### src/rtl/inert_spi_if.sv
// SPI link and sensor-source bundle between the inertial responder and its
// surroundings. The master side is the SPI monarch plus the sample source; the
// slave side is the responder itself.
interface inert_spi_if;
    logic        SS_n;
    logic        SCLK;
    logic        MOSI;
    logic        MISO;
    logic        INT;
    logic [15:0] ptch_rt;
    logic [15:0] roll_rt;
    logic [15:0] yaw_rt;
    logic [15:0] ax;
    logic [15:0] ay;
    logic        data_strb;
    logic        setup_done;

    modport master (
        output SS_n, SCLK, MOSI,
        output ptch_rt, roll_rt, yaw_rt, ax, ay, data_strb,
        input  MISO, INT, setup_done
    );

    modport slave (
        input  SS_n, SCLK, MOSI,
        input  ptch_rt, roll_rt, yaw_rt, ax, ay, data_strb,
        output MISO, INT, setup_done
    );
endinterface

### src/rtl/inert_spi_resp.sv
// Inertial sensor SPI responder model. Decodes 16-bit mode-0 frames, keeps four
// config registers, and serves a coherent snapshot of the five rate/accel
// sources. INT flags a fresh snapshot and is cleared by reading the ay high byte.
module inert_spi_resp #(
    parameter logic [7:0] WHO_AM_I = 8'h6A
) (
    input  logic        clk,
    input  logic        rst_n,
    inert_spi_if.slave  spi
);

    localparam logic [6:0] ADDR_CTRL  = 7'h0D;
    localparam logic [6:0] ADDR_WHO   = 7'h0F;
    localparam logic [6:0] ADDR_CFG10 = 7'h10;
    localparam logic [6:0] ADDR_CFG11 = 7'h11;
    localparam logic [6:0] ADDR_CFG14 = 7'h14;
    localparam logic [6:0] ADDR_AY_H  = 7'h2B;
    localparam logic [4:0] CNT_FULL   = 5'd16;

    // synchronisers and edge-detect history
    logic        ss_meta_q,   ss_sync_q,   ss_prev_q;
    logic        sclk_meta_q, sclk_sync_q, sclk_prev_q;
    logic        mosi_meta_q, mosi_sync_q;

    // frame state
    logic [4:0]  bit_cnt_q, bit_cnt_d;
    logic [15:0] rx_q,      rx_d;
    logic [7:0]  tx_q,      tx_d;

    // config registers and first-write flags
    logic [7:0]  cfg_0d_q, cfg_10_q, cfg_11_q, cfg_14_q;
    logic        wr_0d_q,  wr_10_q,  wr_11_q,  wr_14_q;

    // snapshot registers
    logic [15:0] snap_ptch_q, snap_roll_q, snap_yaw_q, snap_ax_q, snap_ay_q;
    logic        pend_q;

    // registered outputs
    logic        miso_q;
    logic        int_q;
    logic        setup_done_q;

    // decoded events
    logic        ss_fall_s, ss_rise_s, ss_low_s;
    logic        sclk_rise_s, sclk_fall_s;
    logic        commit_s, cmd_rd_s;
    logic [6:0]  cmd_addr_s;
    logic        lookup_rd_s;
    logic [6:0]  lookup_addr_s;
    logic [7:0]  rdata_s;
    logic        latch_s;
    logic        shift_win_s;

    assign ss_low_s    = ~ss_sync_q;
    assign ss_fall_s   =  ss_prev_q   & ~ss_sync_q;
    assign ss_rise_s   = ~ss_prev_q   &  ss_sync_q;
    assign sclk_rise_s =  sclk_sync_q & ~sclk_prev_q;
    assign sclk_fall_s = ~sclk_sync_q &  sclk_prev_q;

    // The command byte is complete on the rise that takes bit_cnt to 8; the
    // lookup address is formed from the bits already held plus the incoming bit
    // so the read data is ready on that same clk.
    assign lookup_rd_s   = rx_q[6];
    assign lookup_addr_s = {rx_q[5:0], mosi_sync_q};

    assign cmd_rd_s    = rx_q[15];
    assign cmd_addr_s  = rx_q[14:8];
    assign commit_s    = ss_rise_s & (bit_cnt_q == CNT_FULL);
    assign shift_win_s = (bit_cnt_q >= 5'd9) & (bit_cnt_q <= 5'd15);

    // A sample is only ever taken while the select is idle, so one frame always
    // sees one snapshot; a strobe that arrives mid-frame is deferred via pend_q.
    assign latch_s = ss_sync_q & (spi.data_strb | pend_q);

    // Bring SS_n/SCLK/MOSI into the clk domain and keep one cycle of history.
    always_ff @(posedge clk or negedge rst_n) begin
        if (!rst_n) begin
            ss_meta_q   <= 1'b1;
            ss_sync_q   <= 1'b1;
            ss_prev_q   <= 1'b1;
            sclk_meta_q <= 1'b0;
            sclk_sync_q <= 1'b0;
            sclk_prev_q <= 1'b0;
            mosi_meta_q <= 1'b0;
            mosi_sync_q <= 1'b0;
        end else begin
            ss_meta_q   <= spi.SS_n;
            ss_sync_q   <= ss_meta_q;
            ss_prev_q   <= ss_sync_q;
            sclk_meta_q <= spi.SCLK;
            sclk_sync_q <= sclk_meta_q;
            sclk_prev_q <= sclk_sync_q;
            mosi_meta_q <= spi.MOSI;
            mosi_sync_q <= mosi_meta_q;
        end
    end

    // Read mux for the addressed register.
    always_comb begin
        rdata_s = 8'h00;
        case (lookup_addr_s)
            ADDR_CTRL:  rdata_s = cfg_0d_q;
            ADDR_WHO:   rdata_s = WHO_AM_I;
            ADDR_CFG10: rdata_s = cfg_10_q;
            ADDR_CFG11: rdata_s = cfg_11_q;
            ADDR_CFG14: rdata_s = cfg_14_q;
            7'h22:      rdata_s = snap_ptch_q[7:0];
            7'h23:      rdata_s = snap_ptch_q[15:8];
            7'h24:      rdata_s = snap_roll_q[7:0];
            7'h25:      rdata_s = snap_roll_q[15:8];
            7'h26:      rdata_s = snap_yaw_q[7:0];
            7'h27:      rdata_s = snap_yaw_q[15:8];
            7'h28:      rdata_s = snap_ax_q[7:0];
            7'h29:      rdata_s = snap_ax_q[15:8];
            7'h2A:      rdata_s = snap_ay_q[7:0];
            7'h2B:      rdata_s = snap_ay_q[15:8];
            default:    rdata_s = 8'h00;
        endcase
    end

    // Next-state for the shift registers and bit counter.
    always_comb begin
        bit_cnt_d = bit_cnt_q;
        rx_d      = rx_q;
        tx_d      = tx_q;
        if (ss_fall_s) begin
            bit_cnt_d = 5'd0;
            rx_d      = 16'h0000;
            tx_d      = 8'h00;
        end else if (ss_low_s && sclk_rise_s) begin
            rx_d = {rx_q[14:0], mosi_sync_q};
            if (bit_cnt_q != CNT_FULL) begin
                bit_cnt_d = bit_cnt_q + 5'd1;
            end else begin
                bit_cnt_d = bit_cnt_q;
            end
            if (bit_cnt_q == 5'd7) begin
                if (lookup_rd_s) begin
                    tx_d = rdata_s;
                end else begin
                    tx_d = 8'h00;
                end
            end else begin
                tx_d = tx_q;
            end
        end else if (ss_low_s && sclk_fall_s && shift_win_s) begin
            tx_d = {tx_q[6:0], 1'b0};
        end else begin
            tx_d = tx_q;
        end
    end

    // Frame state registers.
    always_ff @(posedge clk or negedge rst_n) begin
        if (!rst_n) begin
            bit_cnt_q <= 5'd0;
            rx_q      <= 16'h0000;
            tx_q      <= 8'h00;
        end else begin
            bit_cnt_q <= bit_cnt_d;
            rx_q      <= rx_d;
            tx_q      <= tx_d;
        end
    end

    // Commit complete write frames into the config registers that exist.
    always_ff @(posedge clk or negedge rst_n) begin
        if (!rst_n) begin
            cfg_0d_q <= 8'h00;
            cfg_10_q <= 8'h00;
            cfg_11_q <= 8'h00;
            cfg_14_q <= 8'h00;
            wr_0d_q  <= 1'b0;
            wr_10_q  <= 1'b0;
            wr_11_q  <= 1'b0;
            wr_14_q  <= 1'b0;
        end else if (commit_s && !cmd_rd_s) begin
            case (cmd_addr_s)
                ADDR_CTRL: begin
                    cfg_0d_q <= rx_q[7:0];
                    wr_0d_q  <= 1'b1;
                end
                ADDR_CFG10: begin
                    cfg_10_q <= rx_q[7:0];
                    wr_10_q  <= 1'b1;
                end
                ADDR_CFG11: begin
                    cfg_11_q <= rx_q[7:0];
                    wr_11_q  <= 1'b1;
                end
                ADDR_CFG14: begin
                    cfg_14_q <= rx_q[7:0];
                    wr_14_q  <= 1'b1;
                end
                default: begin
                    cfg_0d_q <= cfg_0d_q;
                end
            endcase
        end
    end

    // setup_done goes high once all four config registers have been written, and stays.
    always_ff @(posedge clk or negedge rst_n) begin
        if (!rst_n) begin
            setup_done_q <= 1'b0;
        end else begin
            setup_done_q <= setup_done_q | (wr_0d_q & wr_10_q & wr_11_q & wr_14_q);
        end
    end

    // Remember a strobe that arrived while a frame was in progress.
    always_ff @(posedge clk or negedge rst_n) begin
        if (!rst_n) begin
            pend_q <= 1'b0;
        end else if (latch_s) begin
            pend_q <= 1'b0;
        end else if (spi.data_strb && ss_low_s) begin
            pend_q <= 1'b1;
        end
    end

    // Capture all five sources together.
    always_ff @(posedge clk or negedge rst_n) begin
        if (!rst_n) begin
            snap_ptch_q <= 16'h0000;
            snap_roll_q <= 16'h0000;
            snap_yaw_q  <= 16'h0000;
            snap_ax_q   <= 16'h0000;
            snap_ay_q   <= 16'h0000;
        end else if (latch_s) begin
            snap_ptch_q <= spi.ptch_rt;
            snap_roll_q <= spi.roll_rt;
            snap_yaw_q  <= spi.yaw_rt;
            snap_ax_q   <= spi.ax;
            snap_ay_q   <= spi.ay;
        end
    end

    // INT: set by an enabled latch, cleared by a complete read of the ay high byte; set wins.
    always_ff @(posedge clk or negedge rst_n) begin
        if (!rst_n) begin
            int_q <= 1'b0;
        end else if (latch_s && cfg_0d_q[1]) begin
            int_q <= 1'b1;
        end else if (commit_s && cmd_rd_s && (cmd_addr_s == ADDR_AY_H)) begin
            int_q <= 1'b0;
        end
    end

    // MISO drives the data byte only in the second half of a selected frame.
    always_ff @(posedge clk or negedge rst_n) begin
        if (!rst_n) begin
            miso_q <= 1'b0;
        end else if (ss_low_s && (bit_cnt_q >= 5'd8)) begin
            miso_q <= tx_q[7];
        end else begin
            miso_q <= 1'b0;
        end
    end

    assign spi.MISO       = miso_q;
    assign spi.INT        = int_q;
    assign spi.setup_done = setup_done_q;

endmodule

### src/flat_wrapper.sv
// flat-port wrapper written by rule: the top's interface ports become plain ports
module inert_spi_resp_flat 
#(
    parameter logic [7:0] WHO_AM_I = 8'h6A
)
  (clk, rst_n, spi_SS_n, spi_SCLK, spi_MOSI, spi_ptch_rt, spi_roll_rt, spi_yaw_rt, spi_ax, spi_ay, spi_data_strb, spi_MISO, spi_INT, spi_setup_done);
  inert_spi_if spi_i ();
  input  logic clk;
  input  logic rst_n;
  input wire logic [$bits(spi_i.SS_n)-1:0] spi_SS_n;
  input wire logic [$bits(spi_i.SCLK)-1:0] spi_SCLK;
  input wire logic [$bits(spi_i.MOSI)-1:0] spi_MOSI;
  input wire logic [$bits(spi_i.ptch_rt)-1:0] spi_ptch_rt;
  input wire logic [$bits(spi_i.roll_rt)-1:0] spi_roll_rt;
  input wire logic [$bits(spi_i.yaw_rt)-1:0] spi_yaw_rt;
  input wire logic [$bits(spi_i.ax)-1:0] spi_ax;
  input wire logic [$bits(spi_i.ay)-1:0] spi_ay;
  input wire logic [$bits(spi_i.data_strb)-1:0] spi_data_strb;
  output wire logic [$bits(spi_i.MISO)-1:0] spi_MISO;
  output wire logic [$bits(spi_i.INT)-1:0] spi_INT;
  output wire logic [$bits(spi_i.setup_done)-1:0] spi_setup_done;
  assign spi_i.SS_n = spi_SS_n;
  assign spi_i.SCLK = spi_SCLK;
  assign spi_i.MOSI = spi_MOSI;
  assign spi_i.ptch_rt = spi_ptch_rt;
  assign spi_i.roll_rt = spi_roll_rt;
  assign spi_i.yaw_rt = spi_yaw_rt;
  assign spi_i.ax = spi_ax;
  assign spi_i.ay = spi_ay;
  assign spi_i.data_strb = spi_data_strb;
  assign spi_MISO = spi_i.MISO;
  assign spi_INT = spi_i.INT;
  assign spi_setup_done = spi_i.setup_done;
  inert_spi_resp #(.WHO_AM_I(WHO_AM_I)) u_core (.clk(clk), .rst_n(rst_n), .spi(spi_i));
endmodule
### config.mk
export PLATFORM = sky130hd
export DESIGN_NAME = inert_spi_resp_flat
export DESIGN_NICKNAME = d
export VERILOG_FILES = /design/src/rtl/inert_spi_if.sv /design/src/rtl/inert_spi_resp.sv /design/src/flat_wrapper.sv
export SDC_FILE = /design/constraint.sdc
export NUM_CORES = 1
export LEC_CHECK = 0
export BUFFER_PORTS_ARGS = -buffer_cell sky130_fd_sc_hd__buf_4
export CORE_AREA = 10 10 180 140
export CTS_CLUSTER_SIZE = 14
export DETAILED_ROUTE_END_ITERATION = 10
export DIE_AREA = 0 0 190 150
export PLACE_DENSITY = 0.5
export SLEW_MARGIN = 20
export SYNTH_ARGS = -nofsm -noshare
export SYNTH_HDL_FRONTEND = slang
export SYNTH_SLANG_ARGS = --single-unit
### constraint.sdc
create_clock -name clk -period 6.3 [get_ports clk]
set_input_delay 1.26 -clock clk [delete_from_list [all_inputs] [get_ports clk]]
set_output_delay 1.26 -clock clk [all_outputs]
set_load 0.005 [all_outputs]
# Yosys cells after proc, flatten, opt, wreduce, memory -nomap -nowiden
# Index checks and enable logic that the tools add are counted.
# Widths: inputs -> output; s select.
[totals]
ff_bits = 157
latchBits = 0
ramBits = 0
rom_bits = 0
in_bits = 86
output_inout_bits = 3
elab_cells = 109
mem_count = 0
[op_classes]
addsub = 1
n_mul = 0
n_div = 0
order_cmp = 3
eq_ne = 24
n_shift = 0
muxes = 16
n_bitwise = 16
reduce_logical = 21
[op_table]
columns = ["operator", "count"]
rows = [
  ["$pmux 8 s15", 1],
  ["$eq 7x6->1 const B", 11],
  ["$eq 7x5->1 const B", 6],
  ["$mux 8", 5],
  ["$mux 16", 2],
  ["$eq 7x4->1 const B", 3],
  ["$mux 5", 3],
  ["$reduce_and 2->1", 6],
  ["$and 1x1->1", 10],
  ["$ge 5x4->1 const B", 2],
  ["$logic_and 1x1->1", 9],
  ["$reduce_bool 2->1", 4],
  ["$add 5x1->5 const B", 1],
  ["$eq 5x3->1 const B", 1],
  ["$eq 5x5->1 const B", 1],
  ["$le 5x4->1 const B", 1],
  ["$mux 1", 5],
  ["$ne 5x5->1 const B", 1],
  ["$not 1->1", 4],
  ["$ne 3x2->1 const B", 1],
  ["$reduce_bool 3->1", 1],
  ["$or 1x1->1", 2],
  ["$logic_not 1->1", 1],
]

# Depth between registers and ports, before layout
# Gate-level depths: netlist (run 1).
[logic_depth]
depth_word = 7
depth_mapped = 8
ltp_nobuf = 8

# Least setup slack after synthesis (run 1)
# Ideal clock, no wire load.
[synth_timing]
path_kind = "input to register"
start = "input spi_data_strb"
end = "register u_core.snap_ax_q[0]"
setup_ns = 0.125
arrival_time_ns = 2.343
required_time_ns = 6.175
path_slack_ns = 3.833
cell_stages = 3
path_buffers = 1
cell_sequence = "o21ai_1 clkbuf_1 mux2_2"
[synth_between]
elab_chain_len = 2
[synth_rtl]
columns = ["element", "line", "source"]
rows = [
  ["start: declaration", "flat_wrapper.sv:18", "input wire logic [$bits(spi_i.data_strb)-1:0] spi_data_strb;"],
  ["$or 1x1->1", "inert_spi_resp.sv:73", "assign latch_s = ss_sync_q & (spi.data_strb | pend_q);"],
  ["$and 1x1->1", "inert_spi_resp.sv:73", ""],
  ["end signal: assignment", "inert_spi_resp.sv:234", "snap_ax_q <= spi.ax;"],
  ["end: declaration", "inert_spi_resp.sv:35", "logic [15:0] snap_ptch_q, snap_roll_q, snap_yaw_q, snap_ax_q, snap_ay_q;"],
]
# Every way passes these cells.
# A chain may end at the register's enable or synchronous reset.

# Final worst setup path (run 1)
[layout_timing]
start = "register u_core.mosi_sync_q"
end = "register u_core.tx_q[7]"
[layout_between]
elab_chain_len = 6
elab_cells_between_ends = 20
cone_classes = "eq/ne (15); mux (5)"
[layout_rtl]
columns = ["element", "line", "source"]
rows = [
  ["start: declaration", "inert_spi_resp.sv:23", "logic mosi_meta_q, mosi_sync_q;"],
  ["start signal: assignment", "inert_spi_resp.sv:94", "mosi_sync_q <= mosi_meta_q;"],
  ["$eq 7x6->1, or another cell as far along", "inert_spi_resp.sv:101", "case (lookup_addr_s)"],
  ["$pmux 8 s15 (*)", "inert_spi_resp.sv:101", ""],
  ["$mux 8 (*)", "inert_spi_resp.sv:138", "if (lookup_rd_s) begin"],
  ["$mux 8 (*)", "inert_spi_resp.sv:137", "if (bit_cnt_q == 5'd7) begin"],
  ["$mux 8 (*)", "inert_spi_resp.sv:130", "end else if (ss_low_s && sclk_rise_s) begin"],
  ["$mux 8 (*)", "inert_spi_resp.sv:126", "if (ss_fall_s) begin"],
  ["end signal: assignment", "inert_spi_resp.sv:162", "tx_q <= tx_d;"],
  ["end: declaration", "inert_spi_resp.sv:28", "logic [7:0] tx_q, tx_d;"],
]
# Every way passes the cells marked *; elsewhere a longest branch is shown, timed or not. The select of a mux whose other input is x is not followed.

==> metrics.csv, run 1 <==
metric,value,unit
grt_pass1_wl,30960,um
post_cts_resized,0,
drive_above_1_share,37.54,%
hp-class,flip-flop to flip-flop,
clockRootBuffer,clkbuf_16,
first_pass_iters,5,
slew_headroom,27.77,%
min_path_cells,0,
cts.reportedPaths.clkPinSlew,60,ps
stdcell_area,8782,um^2
fin_skew,9.280,ps
hold_viol_final,0,
r2r-start,u_core.mosi_sync_q,
synth-edff-count,0,
peakVddDrop,0.0001484,V
drt_iter0_markers,347,
setup_viol,0,
final_common_cell,dfrtp_1,
worstMarginPinSlew,1083,ps
fp.dieH,150,um
hold_buffers,0,
startpoint_type,flip-flop,
leakage,3.859,nW
dp_hpwl,13680,um
endpoint_kind,flip-flop,
area_growth,21.96,%
avgSynthCellArea,12.10,um^2
fin_crit_sh,41.50,%
synth_area,7201,um^2
wl_per_cell,19.63,um
port_buffers,88,
htree_num_levels,4,
yosys_warnings,0,
routabilityCongestion,0.8397,
final_nets,759,
rsz0062_at_grt,false,
hold_ws,350.9,ps
r2r_cells,7,
post_cts_buffers,0,
vias,4995,
async_flop_share,100.0,%
finalCriticalPeriod,2614,ps
placed_cell_area,8139,um^2
grt_pass1_vias,5399,
synthDistinctLibCells,53,
clock_path_buffers,2,
rr_endpoint,u_core.tx_q[7],
insertion_delay,430,ps
status,"finished, final reports clean",
wl,19160,um
grt_overflow,0,
seq_area_frac_synth,54.61,%
dieArea,28500,um^2
ys_dominant_reg_cell,dfrtp_1,
io_pins,89,
cp.arrival,2950,ps
path_class,flip-flop to flip-flop,
rows,47,
grt_max_degree,106,
numCtsBuffers,17,
num_antenna_cells,0,
fmax,382.5,MHz
layout_common_cells,"dfrtp_1 (154), mux2_2 (116), buf_4 (95), nand2_1 (34), nor2_1 (31)",
core-area,21700,um^2
maxSlewViolCount,0,
drcViolationCount,0,
start_util,33.18,%
antenna_found_initial,0,
crit_required,6630,ps
fin_util,40.47,%
cts.sinks,157,
p_per_area,276.1,nW/um^2
hold_end,u_core.sclk_sync_q,
die_w,190,um
crit_fanout,26,
cts_tree,yes,
synth-seq-cells,157,
syn_nets,685,
reg2reg_slack,3690,ps
grt.total_usage,13.82,%
ant_nets,0,
syn-instance-count,595,
vias_per_cell,5.118,
hold_start,u_core.sclk_meta_q,
tns,0,ps
cap_violations,0,
## worst max-delay path, cell delays in order (launching register included)
cell and delay (ps):
dfrtp_1 800, buf_4 410, nand2b_1 150, nor3_1 610, nand2_1 110, o21ai_0 100, a221oi_1 100, o221ai_1 220
## power by group
group | switching (mW) | internal [mW] | total, mW
Combinational | 0.0947 | 0.123 | 0.218
Clock | 0.420 | 0.645 | 1.07
Sequential | 0.0526 | 1.09 | 1.14
Total | 0.567 | 1.86 | 2.42
## cell usage after synthesis (all sizes together), types with 2 or more instances
library cell  count  area share [%]
o211ai            3            0.31
nand3b            5            0.52
nand2            34             1.8
nor3b             3            0.31
buf               6            0.42
nor4              7            0.70
a21oi             8            0.56
o22ai             4            0.35
dfstp             3             1.1
a221oi            2            0.24
or3b              2            0.24
nor3             15             1.1
nor2b             5            0.43
o221ai            9             1.1
a21o              2            0.21
nand4b            2            0.33
a221o             3            0.42
nand4bb           3            0.47
or3               2            0.17
dfrtp           154              54
clkbuf           36             1.9
a32oi             6            0.73
ha                4            0.70
and3              7            0.61
a22o             18             2.2
nand4             2            0.17
o31ai             3            0.31
inv               9            0.47
a22oi            11             1.1
mux2i            12             1.7
o21ai            15             1.0
a31oi             7            0.61
a211o             3            0.36
mux2            116              18
nand2b           10            0.87
or2               2            0.17
nor2             31             1.6
nand3            20             1.4
## state kept, by name, summed over array words and instances (netlist names), 5 cells and up
| name | flops |
|---|---|
| u_core.cfg_10_q | 8 |
| u_core.snap_ay_q | 16 |
| u_core.snap_ptch_q | 16 |
| u_core.rx_q | 16 |
| u_core.tx_q | 8 |
| u_core.snap_ax_q | 16 |
| u_core.bit_cnt_q | 5 |
| u_core.snap_roll_q | 16 |
| u_core.snap_yaw_q | 16 |
| u_core.cfg_14_q | 8 |
| u_core.cfg_0d_q | 8 |
| u_core.cfg_11_q | 8 |
## kinds of logic (layout without fill, tap and decap cells)
family | count (synthesis) | after routing | share of synthesized area [%]
flip-flops | 157 | 157 | 54.61
AND/OR/NAND/NOR | 153 | 153 | 11.52
multiplexers | 128 | 128 | 19.81
AO/OA/AOI/OAI | 100 | 100 | 10.36
buffers and inverters | 51 | 138 | 2.763
adder cells (fa/ha/maj) | 4 | 4 | 0.6951
XOR/XNOR | 2 | 2 | 0.2433
## cell type report
type	instances	area [um^2]
well taps	294	367.9
multi-input cells	387	3080
repair buffers	97	752.0
flip-flops and latches	157	3933
clock buffers	19	452.9
fillers	2050	12920
inverters	9	33.78
clock inverters	13	162.7
## metal layers
layer | vias to the layer above | track usage (%) | share of wire (%)
li1 | 2343 | - | -
met1 | 2534 | 20.28 | 52
met2 | 106 | 19.49 | 43
met3 | 12 | 3.698 | 4.7
met4 | 0 | 3.444 | 0.78
met5 | - | 0 | 0
## worst max-delay path by stage
stage / from / depth (start not counted) / to
finish: u_core.mosi_sync_q / 7 / u_core.tx_q[7]
global placement: spi_data_strb / 4 / u_core.snap_roll_q[6]
floorplan: spi_data_strb / 3 / u_core.snap_ax_q[0]
global route: u_core.mosi_sync_q / 6 / u_core.tx_q[0]
detailed placement: spi_data_strb / 4 / u_core.snap_roll_q[7]
CTS: u_core.mosi_sync_q / 7 / u_core.tx_q[7]
## metrics by stage
step                setup slack, ps  std cells  power [mW]
floorplan                      3833        595       1.267
global placement               3442        943       1.371
detailed placement             3384        943       1.380
CTS                            3687        975       2.450
global route                   3503        976       2.531
finish                         3686        976       2.425
Power figures use the tool's default switching activity.
==> run 2: changes to the inputs <==
==> constraint.sdc (replaced) <==
create_clock -name clk -period 2.51 [get_ports clk]
set_input_delay 0.502 -clock clk [delete_from_list [all_inputs] [get_ports clk]]
set_output_delay 0.502 -clock clk [all_outputs]
set_load 0.005 [all_outputs]
==> run 2 against run 1 <==
Net effect: worst setup slack got worse by 3500 ps; cell count grew 2.3%; sequential share of layout area is 1.3 points lower; sequential cell count did not move.
==> metrics.csv, run 2 (synthesized netlist as in run 1, its figures left out) <==
metric,value,unit
fin_crit_sh,93.11,%
wl,20760,um
status,"finished, final reports clean",
reg2reg_slack,170,ps
instances_no_fill,998,
r2r_cells,8,
fin_skew,7.984,ps
hp-class,input pin to async pin,
vias_per_cell,5.274,
routabilityCongestion,0.9600,
layout_common_cells,"dfrtp_1 (154), mux2_2 (116), buf_4 (114), nand2_1 (34), nor2_1 (31)",
vias,5263,
peakVddDrop,0.0004169,V
final_nets,781,
multiInputGateArea,3087,um^2
setup_viol,0,
wl_per_cell,20.80,um
worstMarginPinSlew,908.9,ps
r2r-start,u_core.bit_cnt_q[1],
regArea,3933,um^2
fin_util,41.64,%
insertion_delay,430,ps
fp.dieH,150,um
rows,47,
cts.reportedPaths.clkPinSlew,70,ps
htree_num_levels,4,
crit_fanout,9,
hold_viol_final,0,
rr_endpoint,u_core.cfg_14_q[3],
ant_nets,0,
path_class,flip-flop to flip-flop,
tns,0,ps
grt.total_usage,14.89,%
dp_hpwl,15540,um
grt_overflow,0,
drcViolationCount,0,
leakage,4.015,nW
p_switching,1.448,mW
clock_path_buffers,2,
maxSlewViolCount,0,
io_pins,89,
die_w,190,um
seq_power_share,45.0,%
crit_required,2820,ps
startpoint_type,flip-flop,
num_antenna_cells,0,
port_buffers,88,
rsz0062_at_grt,true,
p_per_area,705.4,nW/um^2
power_frac_clock,45.9,%
start_util,33.18,%
cap_violations,0,
drive_above_1_share,39.49,%
hold_buffers,0,
drt_iter0_markers,521,
slew_headroom,39.18,%
antenna_found_initial,0,
final_common_cell,dfrtp_1,
power_frac_comb,9.1,%
fmax,427.9,MHz
numCtsBuffers,17,
core-area,21700,um^2
cp.arrival,2640,ps
grt_max_degree,82,
fillers,2084,
grt_pass1_wl,32950,um
cts.sinks,157,
dieArea,28500,um^2
internal-power,4.926,mW
swShare,22.72,%
finalCriticalPeriod,2337,ps
grt_pass1_vias,5599,
first_pass_iters,5,
area_growth,25.49,%
endpoint_kind,flip-flop,
clockRootBuffer,clkbuf_16,
dp_cells,966,
cts_tree,yes,
-- run 2: critical path: stages, from the launching register on --
cell,delay (ps)
dfrtp_1,430
inv_1,120
ha_1,150
nand2_1,50
nor3_1,170
nand3b_1,240
nor3_1,270
nand3_1,390
mux2_2,410
-- run 2: per-stage QoR --
step	area (um^2)	hold slack, ps	setup slack (ps)	power (mW)
3_5_place_dp	8362	345.5	75.48	3.500
4_1_cts	9030	80.78	69.15	6.449
5_1_grt	9036	99.61	-87.00	6.639
3_3_place_gp	8362	337.7	37.72	3.477
2_1_floorplan	7201	206.4	513.0	3.181
6_report	9036	67.40	172.9	6.374
-- run 2: per-layer routing --
metal | GRT usage (%) | vias up | part of all wire, % | wire, um
met5 | 0 | - | 0 | 0
met4 | 3.405 | 0 | 0.80 | 167
met3 | 5.442 | 15 | 8.0 | 1663
met2 | 20.74 | 177 | 42 | 8768
met1 | 21.28 | 2679 | 49 | 10160
li1 | - | 2392 | - | -
-- run 2: power by group through the flow --
stage / Clock [mW] / Sequential (mW) / Combinational, mW
6_report: 2.93 / 2.87 / 0.577
5_1_grt: 3.11 / 2.89 / 0.636
4_1_cts: 2.99 / 2.87 / 0.588
3_5_place_dp: 0 / 2.91 / 0.586
3_3_place_gp: 0 / 2.91 / 0.569
2_1_floorplan: 0 / 2.85 / 0.333
-- run 2: worst max path at each step --
stage	start	endpoint	slack [ps]	cells past startpoint
finish	u_core.bit_cnt_q[1]	u_core.cfg_14_q[3]	170	8
global route	u_core.bit_cnt_q[0]	u_core.cfg_14_q[1]	-90	8
CTS	u_core.rx_q[3]	u_core.tx_q[5]	70	6
detailed placement	u_core.rx_q[3]	u_core.tx_q[5]	80	6
global placement	u_core.rx_q[3]	u_core.tx_q[5]	40	6
floorplan	u_core.rx_q[13]	u_core.cfg_10_q[0]	510	4
-- run 2: repair_timing --
action / 4_1_cts / 5_1_grt
buffers inserted: 0 / 0
resized for setup: 0 / 2
endpoints found under the setup margin: 0 / 17
-- run 2: layout make-up --
cell class	instances	area share, %
Clock buffer	18	4.749
Multi-Input combinational cell	387	34.16
Timing Repair Buffer	119	10.48
Sequential cell	157	43.52
Inverter	9	0.3739
Tap cell	294	4.071
Clock inverter	14	2.645
